File: src/rtl/opo_lock_pkg.sv
// Shared types and helpers for the OPO cavity lock detector.
package opo_lock_pkg;

  typedef enum logic [1:0] {
    UNLOCKED = 2'd0,
    ACQUIRE  = 2'd1,
    LOCKED   = 2'd2,
    HOLD     = 2'd3
  } lock_state_t;

  // Increment that sticks at the all-ones value of a w-bit field (w <= 32).
  function automatic logic [31:0] sat_inc(input logic [31:0] v, input int unsigned w);
    logic [31:0] max_v;
    max_v = (w >= 32) ? 32'hFFFF_FFFF : ((32'd1 << w) - 32'd1);
    return (v >= max_v) ? max_v : v + 32'd1;
  endfunction

endpackage

File: src/rtl/lock_detector_if.sv
// Sample stream and lock configuration from the IIR stage / register map into the lock detector.
interface lock_detector_if #(
  parameter int NUM_BITS = 16,
  parameter int CNT_BITS = 20
);
  logic signed [NUM_BITS-1:0] in_data;
  logic                       in_valid;
  logic signed [NUM_BITS-1:0] win_lo;
  logic signed [NUM_BITS-1:0] win_hi;
  logic        [NUM_BITS-1:0] lost_margin;
  logic        [CNT_BITS-1:0] acq_count;
  logic        [CNT_BITS-1:0] lost_count;

  modport master (output in_data, in_valid, win_lo, win_hi, lost_margin, acq_count, lost_count);
  modport slave  (input  in_data, in_valid, win_lo, win_hi, lost_margin, acq_count, lost_count);
endinterface

File: src/rtl/lock_detector_window_cmp.sv
// Stage 1: registered narrow-window and hysteresis-widened window compare, 1-cycle latency.
module lock_window_cmp #(
  parameter int NUM_BITS = 16
) (
  input  logic                       clk,
  input  logic                       rst,
  input  logic                       in_valid,
  input  logic signed [NUM_BITS-1:0] in_data,
  input  logic signed [NUM_BITS-1:0] win_lo,
  input  logic signed [NUM_BITS-1:0] win_hi,
  input  logic        [NUM_BITS-1:0] lost_margin,
  output logic                       narrow_q,
  output logic                       wide_q,
  output logic                       vld_q
);
  // Two guard bits keep the widened bounds exact for any margin and any bound.
  localparam int WB = NUM_BITS + 2;

  logic signed [WB-1:0] d_x, lo_w, hi_w;
  logic narrow_d, wide_d, vld_d;

  always_comb begin
    d_x  = {{2{in_data[NUM_BITS-1]}}, in_data};
    lo_w = $signed({{2{win_lo[NUM_BITS-1]}}, win_lo}) - $signed({2'b00, lost_margin});
    hi_w = $signed({{2{win_hi[NUM_BITS-1]}}, win_hi}) + $signed({2'b00, lost_margin});
    narrow_d = narrow_q;
    wide_d   = wide_q;
    vld_d    = in_valid;
    if (in_valid) begin
      narrow_d = (in_data >= win_lo) && (in_data <= win_hi);
      wide_d   = (d_x >= lo_w) && (d_x <= hi_w);
    end
  end

  always_ff @(posedge clk) begin
    if (rst) begin
      narrow_q <= 1'b0;
      wide_q   <= 1'b0;
      vld_q    <= 1'b0;
    end else begin
      narrow_q <= narrow_d;
      wide_q   <= wide_d;
      vld_q    <= vld_d;
    end
  end
endmodule

File: src/rtl/lock_detector.sv
// OPO lock detector: window compare with hysteresis, dwell FSM, lock-event counter.
// Optional LOCK_DET_MINMAX_EN adds min_data/max_data extreme tracking while locked.
module lock_detector
  import opo_lock_pkg::*;
#(
  parameter int NUM_BITS = 16,
  parameter int CNT_BITS = 20,
  parameter int EVT_BITS = 16
) (
  input  logic                clk,
  input  logic                rst,
  lock_detector_if.slave      s_if,
  output logic                locked,
  output logic [1:0]          state,
  output logic                in_window,
  output logic [EVT_BITS-1:0] lock_events
`ifdef LOCK_DET_MINMAX_EN
  ,
  output logic signed [NUM_BITS-1:0] min_data,
  output logic signed [NUM_BITS-1:0] max_data
`endif
);
  logic narrow_q, wide_q, vld_s1;

  lock_window_cmp #(.NUM_BITS(NUM_BITS)) u_cmp (
    .clk        (clk),
    .rst        (rst),
    .in_valid   (s_if.in_valid),
    .in_data    (s_if.in_data),
    .win_lo     (s_if.win_lo),
    .win_hi     (s_if.win_hi),
    .lost_margin(s_if.lost_margin),
    .narrow_q   (narrow_q),
    .wide_q     (wide_q),
    .vld_q      (vld_s1)
  );

  // Dwell thresholds travel with their sample so a config change hits the next sample only.
  logic [CNT_BITS-1:0] eff_acq_d, eff_acq_q, eff_lost_d, eff_lost_q;

  always_comb begin
    eff_acq_d  = eff_acq_q;
    eff_lost_d = eff_lost_q;
    if (s_if.in_valid) begin
      eff_acq_d  = (s_if.acq_count  == '0) ? CNT_BITS'(1) : s_if.acq_count;
      eff_lost_d = (s_if.lost_count == '0) ? CNT_BITS'(1) : s_if.lost_count;
    end
  end

  lock_state_t         state_d, state_q;
  logic [CNT_BITS-1:0] cnt_d, cnt_q, cnt_inc;
  logic [EVT_BITS-1:0] evt_d, evt_q, evt_inc;
  logic                locked_d, locked_q;

  always_comb begin
    state_d = state_q;
    cnt_d   = cnt_q;
    evt_d   = evt_q;
    cnt_inc = CNT_BITS'(sat_inc(32'(cnt_q), CNT_BITS));
    evt_inc = EVT_BITS'(sat_inc(32'(evt_q), EVT_BITS));
    if (vld_s1) begin
      case (state_q)
        UNLOCKED: if (narrow_q) begin
          // A one-sample dwell collapses ACQUIRE; it still counts as an acquisition.
          if (eff_acq_q == CNT_BITS'(1)) begin
            state_d = LOCKED;
            evt_d   = evt_inc;
          end else begin
            state_d = ACQUIRE;
            cnt_d   = CNT_BITS'(1);
          end
        end
        ACQUIRE: if (!narrow_q) begin
          state_d = UNLOCKED;
          cnt_d   = '0;
        end else if (cnt_inc >= eff_acq_q) begin
          state_d = LOCKED;
          cnt_d   = '0;
          evt_d   = evt_inc;
        end else cnt_d = cnt_inc;
        LOCKED: if (wide_q) cnt_d = '0;
        else if (eff_lost_q == CNT_BITS'(1)) begin
          state_d = UNLOCKED;
          cnt_d   = '0;
        end else begin
          state_d = HOLD;
          cnt_d   = CNT_BITS'(1);
        end
        HOLD: if (wide_q) begin
          state_d = LOCKED;
          cnt_d   = '0;
        end else if (cnt_inc >= eff_lost_q) begin
          state_d = UNLOCKED;
          cnt_d   = '0;
        end else cnt_d = cnt_inc;
        default: state_d = UNLOCKED;
      endcase
    end
    locked_d = (state_d == LOCKED) || (state_d == HOLD);
  end

  always_ff @(posedge clk) begin
    if (rst) begin
      state_q    <= UNLOCKED;
      cnt_q      <= '0;
      evt_q      <= '0;
      locked_q   <= 1'b0;
      eff_acq_q  <= '0;
      eff_lost_q <= '0;
    end else begin
      state_q    <= state_d;
      cnt_q      <= cnt_d;
      evt_q      <= evt_d;
      locked_q   <= locked_d;
      eff_acq_q  <= eff_acq_d;
      eff_lost_q <= eff_lost_d;
    end
  end

  assign locked      = locked_q;
  assign state       = state_q;
  assign in_window   = narrow_q;
  assign lock_events = evt_q;

`ifdef LOCK_DET_MINMAX_EN
  logic signed [NUM_BITS-1:0] data_s1_d, data_s1_q, min_d, min_q, max_d, max_q;

  always_comb begin
    data_s1_d = s_if.in_valid ? s_if.in_data : data_s1_q;
    min_d     = min_q;
    max_d     = max_q;
    if (vld_s1 && locked_d) begin
      if (!locked_q) begin
        min_d = data_s1_q;
        max_d = data_s1_q;
      end else begin
        if (data_s1_q < min_q) min_d = data_s1_q;
        if (data_s1_q > max_q) max_d = data_s1_q;
      end
    end
  end

  always_ff @(posedge clk) begin
    if (rst) begin
      data_s1_q <= '0;
      min_q     <= '0;
      max_q     <= '0;
    end else begin
      data_s1_q <= data_s1_d;
      min_q     <= min_d;
      max_q     <= max_d;
    end
  end

  assign min_data = min_q;
  assign max_data = max_q;
`endif
endmodule

File: src/flat_wrapper.sv
// flat-port wrapper written by rule: the top's interface ports become plain ports
module lock_detector_flat import opo_lock_pkg::*;
#(
  parameter int NUM_BITS = 16,
  parameter int CNT_BITS = 20,
  parameter int EVT_BITS = 16
)
  (clk, rst, locked, state, in_window, lock_events, s_if_in_data, s_if_in_valid, s_if_win_lo, s_if_win_hi, s_if_lost_margin, s_if_acq_count, s_if_lost_count);
  lock_detector_if #(.NUM_BITS(NUM_BITS), .CNT_BITS(CNT_BITS)) s_if_i ();
  input  logic clk;
  input  logic rst;
  output logic locked;
  output logic [1:0] state;
  output logic in_window;
  output logic [EVT_BITS-1:0] lock_events;
  input wire logic [$bits(s_if_i.in_data)-1:0] s_if_in_data;
  input wire logic [$bits(s_if_i.in_valid)-1:0] s_if_in_valid;
  input wire logic [$bits(s_if_i.win_lo)-1:0] s_if_win_lo;
  input wire logic [$bits(s_if_i.win_hi)-1:0] s_if_win_hi;
  input wire logic [$bits(s_if_i.lost_margin)-1:0] s_if_lost_margin;
  input wire logic [$bits(s_if_i.acq_count)-1:0] s_if_acq_count;
  input wire logic [$bits(s_if_i.lost_count)-1:0] s_if_lost_count;
  assign s_if_i.in_data = s_if_in_data;
  assign s_if_i.in_valid = s_if_in_valid;
  assign s_if_i.win_lo = s_if_win_lo;
  assign s_if_i.win_hi = s_if_win_hi;
  assign s_if_i.lost_margin = s_if_lost_margin;
  assign s_if_i.acq_count = s_if_acq_count;
  assign s_if_i.lost_count = s_if_lost_count;
  lock_detector #(.NUM_BITS(NUM_BITS), .CNT_BITS(CNT_BITS), .EVT_BITS(EVT_BITS)) u_core (.clk(clk), .rst(rst), .s_if(s_if_i), .locked(locked), .state(state), .in_window(in_window), .lock_events(lock_events));
endmodule
File: config.mk
export PLATFORM = sky130hd
export DESIGN_NAME = lock_detector_flat
export DESIGN_NICKNAME = d
export VERILOG_FILES = /design/src/rtl/opo_lock_pkg.sv /design/src/rtl/lock_detector_if.sv /design/src/rtl/lock_detector_window_cmp.sv /design/src/rtl/lock_detector.sv /design/src/flat_wrapper.sv
export SDC_FILE = /design/constraint.sdc
export NUM_CORES = 1
export LEC_CHECK = 0
export ABC_AREA = 1
export BUFFER_PORTS_ARGS = -buffer_cell sky130_fd_sc_hd__buf_2
export CORE_AREA = 2 2 200 153
export CTS_CLUSTER_DIAMETER = 120
export CTS_CLUSTER_SIZE = 8
export DETAILED_ROUTE_END_ITERATION = 12
export DIE_AREA = 0 0 202 155
export PLACE_DENSITY = 0.44
export SYNTH_ARGS = -nofsm -noshare
export SYNTH_HDL_FRONTEND = slang
export SYNTH_HIERARCHICAL = 1
export SYNTH_SLANG_ARGS = --single-unit
export TNS_END_PERCENT = 100
File: constraint.sdc
create_clock -name clk -period 3.3 [get_ports clk]
set_input_delay 0.165 -clock clk [delete_from_list [all_inputs] [get_ports clk]]
set_output_delay 0.165 -clock clk [all_outputs]
set_load 0.03 [all_outputs]
# Yosys cells after proc, flatten, opt, wreduce, memory -nomap -nowiden

Index checks and enable logic that the tools add are counted.

Flip-flop bits (word level): 82
Logic and storage cells: 70
Output and inout bits: 20

Add/subtract/negate cells: 4
Muxes and demuxes: 28
$lt $le $gt $ge: 8
Reductions and logical operators: 9
Equality and inequality tests: 12

Operators by type and width:

| cell                  | number |
|---|---|
| $mux 20               | 10 |
| $mux 16               | 5 |
| $pmux 20 s4           | 1 |
| $eq 20x1->1 const B   | 2 |
| $ge 20x20->1          | 2 |
| $logic_not 20->1      | 2 |
| $pmux 16 s2           | 1 |
| $add 20x1->20 const B | 1 |
| $ge 20x20->1 const B  | 1 |
| $add 16x17->18        | 1 |
| $ge 16x18->1          | 1 |
| $le 16x18->1          | 1 |
| $mux 2                | 9 |
| $sub 16x17->18        | 1 |
| $add 16x1->16 const B | 1 |
| $ge 16x16->1          | 1 |
| $ge 16x16->1 const B  | 1 |
| $le 16x16->1          | 1 |
| $eq 2x2->1 const B    | 4 |
| $pmux 2 s4            | 1 |
| $ne 2x2->1 const B    | 3 |
| $reduce_and 6->1      | 1 |
| $ne 2x1->1 const B    | 2 |
| $reduce_and 3->1      | 1 |
| 6 further kinds       | 7 |

# Depth between registers and ports, before layout

Depth in word-level cells: 9
Depth in mapped cells: 23
Mapped depth without buffers: 22

# By module

The synthesis kept the hierarchy.

Modules (own cells, without submodules):

| module          | sequential area each (sq um) | area each (sq um) | instances | cells each |
|---|---|---|---|---|
| lock_detector   | 1581.5                       | 5163.7            | 1         | 766 |
| lock_window_cmp | 60.1                         | 3567.2            | 1         | 567 |

# Worst setup path before layout

OpenSTA, ideal clock, no wires.

Path kind: flip-flop to flip-flop
Start point: reg u_core.cnt_q[0]
End point: reg u_core.cnt_q[8]
Clock period less this slack: 2839 ps
Buffers on the path: 2
Arrival: 2769 ps
Required time: 3230 ps
Cell stages (with the launch flop): 22
Setup slack: 461 ps
Setup time: 70 ps
Path through: dfxtp_1 > ha_1 > nand2_1 > nor3_4 > nand2_4 > nor2_4 > nand3_4 > buf_6 > nand3_2 > ha_1 > nand2_1 > inv_1 > nand2_1 > nand2_1 > nand2_1 > nand2_1 > a21oi_2 > nand4_1 > nand2_2 > buf_2 > nand3_1 > a21oi_1

Word-level cells in the longest chain between the ends: 6
Elaborated cells on any way between the ends: 10

RTL lines:

| item                                                 | line                                     | RTL |
|---|---|---|
| from (decl)                                          | lock_detector.sv:51                      | `logic [CNT_BITS-1:0] cnt_d, cnt_q, cnt_inc;` |
| from (signal assigned)                               | lock_detector.sv:112                     | `cnt_q <= cnt_d;` |
| $add 20x1->20 / $ge 20x20->1 (equally long branches) | opo_lock_pkg.sv:15                       | `return (v >= max_v) ? max_v : v + 32'd1;` |
| $mux 20 (*)                                          | opo_lock_pkg.sv:15                       |  |
| $ge 20x20->1, on equally long branches               | lock_detector.sv:92, lock_detector.sv:76 |  |
| $mux 20, on equally long branches                    | lock_detector.sv:92, lock_detector.sv:76 |  |
| $mux 20, on equally long branches                    | lock_detector.sv:89, lock_detector.sv:73 |  |
| $pmux 20 s4 (*)                                      | lock_detector.sv:62                      | `case (state_q)` |

Mark *: on every way between the ends. The rest lies on a longest branch, timed or not.
A chain may end at the register's enable or synchronous reset.

# Final worst setup path

Start point: reg u_core.cnt_q[1]
End point: reg u_core.cnt_q[16]

The elaborated chain is that of the path after synthesis.

==> flow_summary.json <==
{
  "outcome": "finished clean",
  "htreeDepth": 3,
  "tightest_slew_ns": 1.17,
  "netSwitchingFraction_pct": 35.9,
  "crit_type": "flop to flop",
  "p_int_mw": 2.02,
  "drt_iter0_drc": 549,
  "p_total_mw": 3.15,
  "period_minus_slack_ns": 3.20,
  "p_sw_mw": 1.13,
  "path_clk_slew_ns": 0.07,
  "synth_ff_type": "dfxtp_1",
  "finalHoldViolations": 0,
  "syn_area_per_cell_um2": 6.55,
  "port-buffer-count": 126,
  "fp.coreArea_um2": 29500,
  "antenna_found_initial": 2,
  "final_cell_area_um2": 10600,
  "synth-edff-count": 0,
  "ys_warn_count": 6,
  "ys_seq_area_share_pct": 18.8,
  "cts_tree": "built",
  "netlist_area_um2": 8730,
  "area_growth_syn_to_layout_pct": 21.9,
  "route.detailed.drc": 0,
  "place_ws_ns": 0.0171,
  "timing.slew.headroom_pct": 21.5,
  "syn_inst": 1333,
  "die_area_um2": 31300,
  "hpwlAfterDp_mm": 24.9,
  "grt_pass1_vias": 8398,
  "ys_types": 50,
  "min_from": "s_if_acq_count[15]",
  "fp.dieH_um": 155,
  "num_rows": 55,
  "wire_per_inst_um": 16.0,
  "avgViaCountPerCell": 4.70,
  "rsz0062_at_grt": "yes",
  "io_pins": 127,
  "min_to": "u_core/eff_acq_q[15]",
  "critPathArrivalTime_ns": 3.48,
  "grt_overflow_total": 0,
  "clock-sinks": 82,
  "max_freq_mhz": 313,
  "r2r_start": "u_core/cnt_q[1]",
  "hold_class": "primary input to flop",
  "p_seq_share_pct": 33.5,
  "cp.required_ns": 3.58,
  "grt_max_degree": 51,
  "drt-total-wl_mm": 30.4,
  "utilization_pct": 36.1,
  "fin_setup_tns_ns": 0,
  "antennaDiodeCount": 0,
  "place.gp.congestion": 0.892,
  "clk_latency_ns": 0.35,
  "r2r_cells": 20,
  "placed_area_um2": 10000,
  "numPlacedInstances": 1868,
  "final.period_utilization_pct": 96.9,
  "start_kind": "flop",
  "die_w_um": 202,
  "setup_viol": 0,
  "path_max_fanout": 6,
  "fin_nets": 1744,
  "synthesis.nets": 1586,
  "min_path_cells": 3,
  "fin_skew_ns": 0.00908,
  "dr.pass1.iters": 5,
  "cts_root_buf": "clkbuf_16",
  "power_frac_clock_pct": 32.7,
  "drive_gt1_share_pct": 18.1,
  "fin_ws_ns": 0.103,
  "ys_seq_elements": 82,
  "grt_usage_pct": 19.5,
  "holdWs_ns": 0.0835,
  "irDropWorstVdd_v": 0.000224,
  "combPwrFrac_pct": 33.8,
  "slew_violations": 0,
  "r2r_setup_slack_ns": 0.10,
  "start_util_pct": 29.6,
  "cts_buffers": 9,
  "rr_endpoint": "u_core/cnt_q[16]",
  "clk_path_buf_depth": 2,
  "vias": 8913,
  "antenna_left": 0,
  "final_cells": 1895,
  "async_reset_ff_share_pct": 0,
  "critPathCaptureType": "flop",
  "powerDensity_nw_per_um2": 296,
  "grt_pass1_wl_mm": 47.8,
  "power.leakage_nw": 5.44,
  "maxCapViolations": 0
}
==> logic make-up (layout without fill, tap and decap cells) <==
| logic type | Yosys count | count (layout) | share of synthesized area [%] |
|---|---|---|---|
| simple gates | 591 | 591 | 30.2 |
| buf+inv | 240 | 403 | 10.6 |
| compound gates | 237 | 237 | 15.6 |
| fa+ha+maj | 146 | 146 | 21.1 |
| flops | 82 | 82 | 18.8 |
| xor+xnor | 37 | 37 | 3.71 |
==> layout by cell type (no fill, tap or decap), drive strengths merged, types with 3 or more instances in the layout <==
cell      n
o21a      5
nor2     87
o21ai    62
nor3     22
a21oi   135
or2      12
dfxtp    82
xor2     20
xnor2    17
ha      144
nand3    87
clkinv    5
a31oi     3
nand3b    5
a211oi   11
buf     170
o21bai    5
a21o      9
nor4     14
nand2   332
inv     215
nand4    27
clkbuf   11
==> synth_stat cells, types with 3 or more instances <==
cell type  instances  share of area [%]
nor4_1            14                1.0
dfxtp_1           82                 19
xor2_1            20                2.0
o21ai_0           49                2.8
ha_1             144                 21
a21oi_1          131                7.5
a31oi_1            3               0.21
clkbuf_1          17               0.73
nor2_1            85                3.7
o21a_1             5               0.43
o21ai_2            9               0.90
nand2_1          322                 14
xnor2_1           17                1.7
o21ai_1            3               0.17
nand2_2            8               0.57
a211oi_1          11               0.95
a21o_1             9               0.77
nand3b_1           5               0.43
inv_1            213                9.2
nand4_1           27                1.9
nand3_2            4               0.46
nand3_1           81                4.6
buf_2              6               0.34
nor3_1            20                1.1
or2_2             11               0.79
o21bai_1           5               0.43
==> power by group through the flow <==
| stage | clock (mW) | combinational (mW) | sequential [mW] |
|---|---|---|---|
| final | 1.03 | 1.06 | 1.06 |
| after global routing | 1.10 | 1.23 | 1.06 |
| after CTS | 1.06 | 1.04 | 1.06 |
| after detailed placement | 0 | 1.03 | 1.08 |
| after global placement | 0 | 1.03 | 1.08 |
| after floorplan | 0 | 0.705 | 1.07 |
==> sequential cells by signal, summed over array words and instances (netlist names) <==
name                   flops
u_core/locked              1
u_core/cnt_q              20
u_core/eff_lost_q         20
u_core/state               2
u_core/u_cmp/wide_q        1
u_core/u_cmp/narrow_q      1
u_core/lock_events        16
u_core/eff_acq_q          20
u_core/u_cmp/vld_q         1
==> critical path: stages, from the launching register on <==
cell	delay (ns)
dfxtp_2	0.35
ha_4	0.15
nand2_4	0.06
nor3_4	0.28
nand2_4	0.11
nor2_4	0.17
nand3_4	0.11
buf_6	0.16
buf_4	0.14
nand2_4	0.10
ha_1	0.23
nand2_1	0.06
nor2_1	0.06
nand4_1	0.08
and2b_1	0.19
nand2_2	0.08
nand4_1	0.18
nand2_4	0.20
clkbuf_16	0.18
nand3_1	0.06
a21oi_1	0.16
==> final cells by class <==
class                      instances  area (um2)
sequential                        82        1640
tap                              399         499
multi-input combinational       1011        6360
clock buffer                       9         225
inverter                         215         812
clock inverter                     7        70.1
timing repair buffer             172        1040
fill                            3322       18900
==> routing by layer <==
layer / vias up / wire (um) / GRT usage [%]
met1: 3998 / 17600 / 31.7
met4: 4 / 204 / 2.49
met3: 19 / 1610 / 4.61
met2: 173 / 10900 / 25.3
met5: - / 32 / 0
li1: 4719 / - / -
==> repair_timing <==
| item | 4_1_cts | 5_1_grt |
|---|---|---|
| resized for setup | 0 | 53 |
| hold buffers | 0 | 0 |
| buffers inserted | 0 | 8 |
| endpoints found under the setup margin | 0 | 40 |
==> worst max-delay path by stage <==
stage	startpoint	to	slack, ns
6_report	u_core/cnt_q[1]	u_core/cnt_q[16]	0.10
5_1_grt	u_core/cnt_q[1]	u_core/cnt_q[14]	-0.08
4_1_cts	u_core/cnt_q[0]	u_core/cnt_q[14]	0.08
3_5_place_dp	s_if_lost_margin[0]	u_core/u_cmp/wide_q	0.02
3_3_place_gp	s_if_win_lo[0]	u_core/u_cmp/wide_q	0.03
2_1_floorplan	u_core/cnt_q[0]	u_core/cnt_q[8]	0.46
No activity file was read; power rests on OpenSTA's default activity.
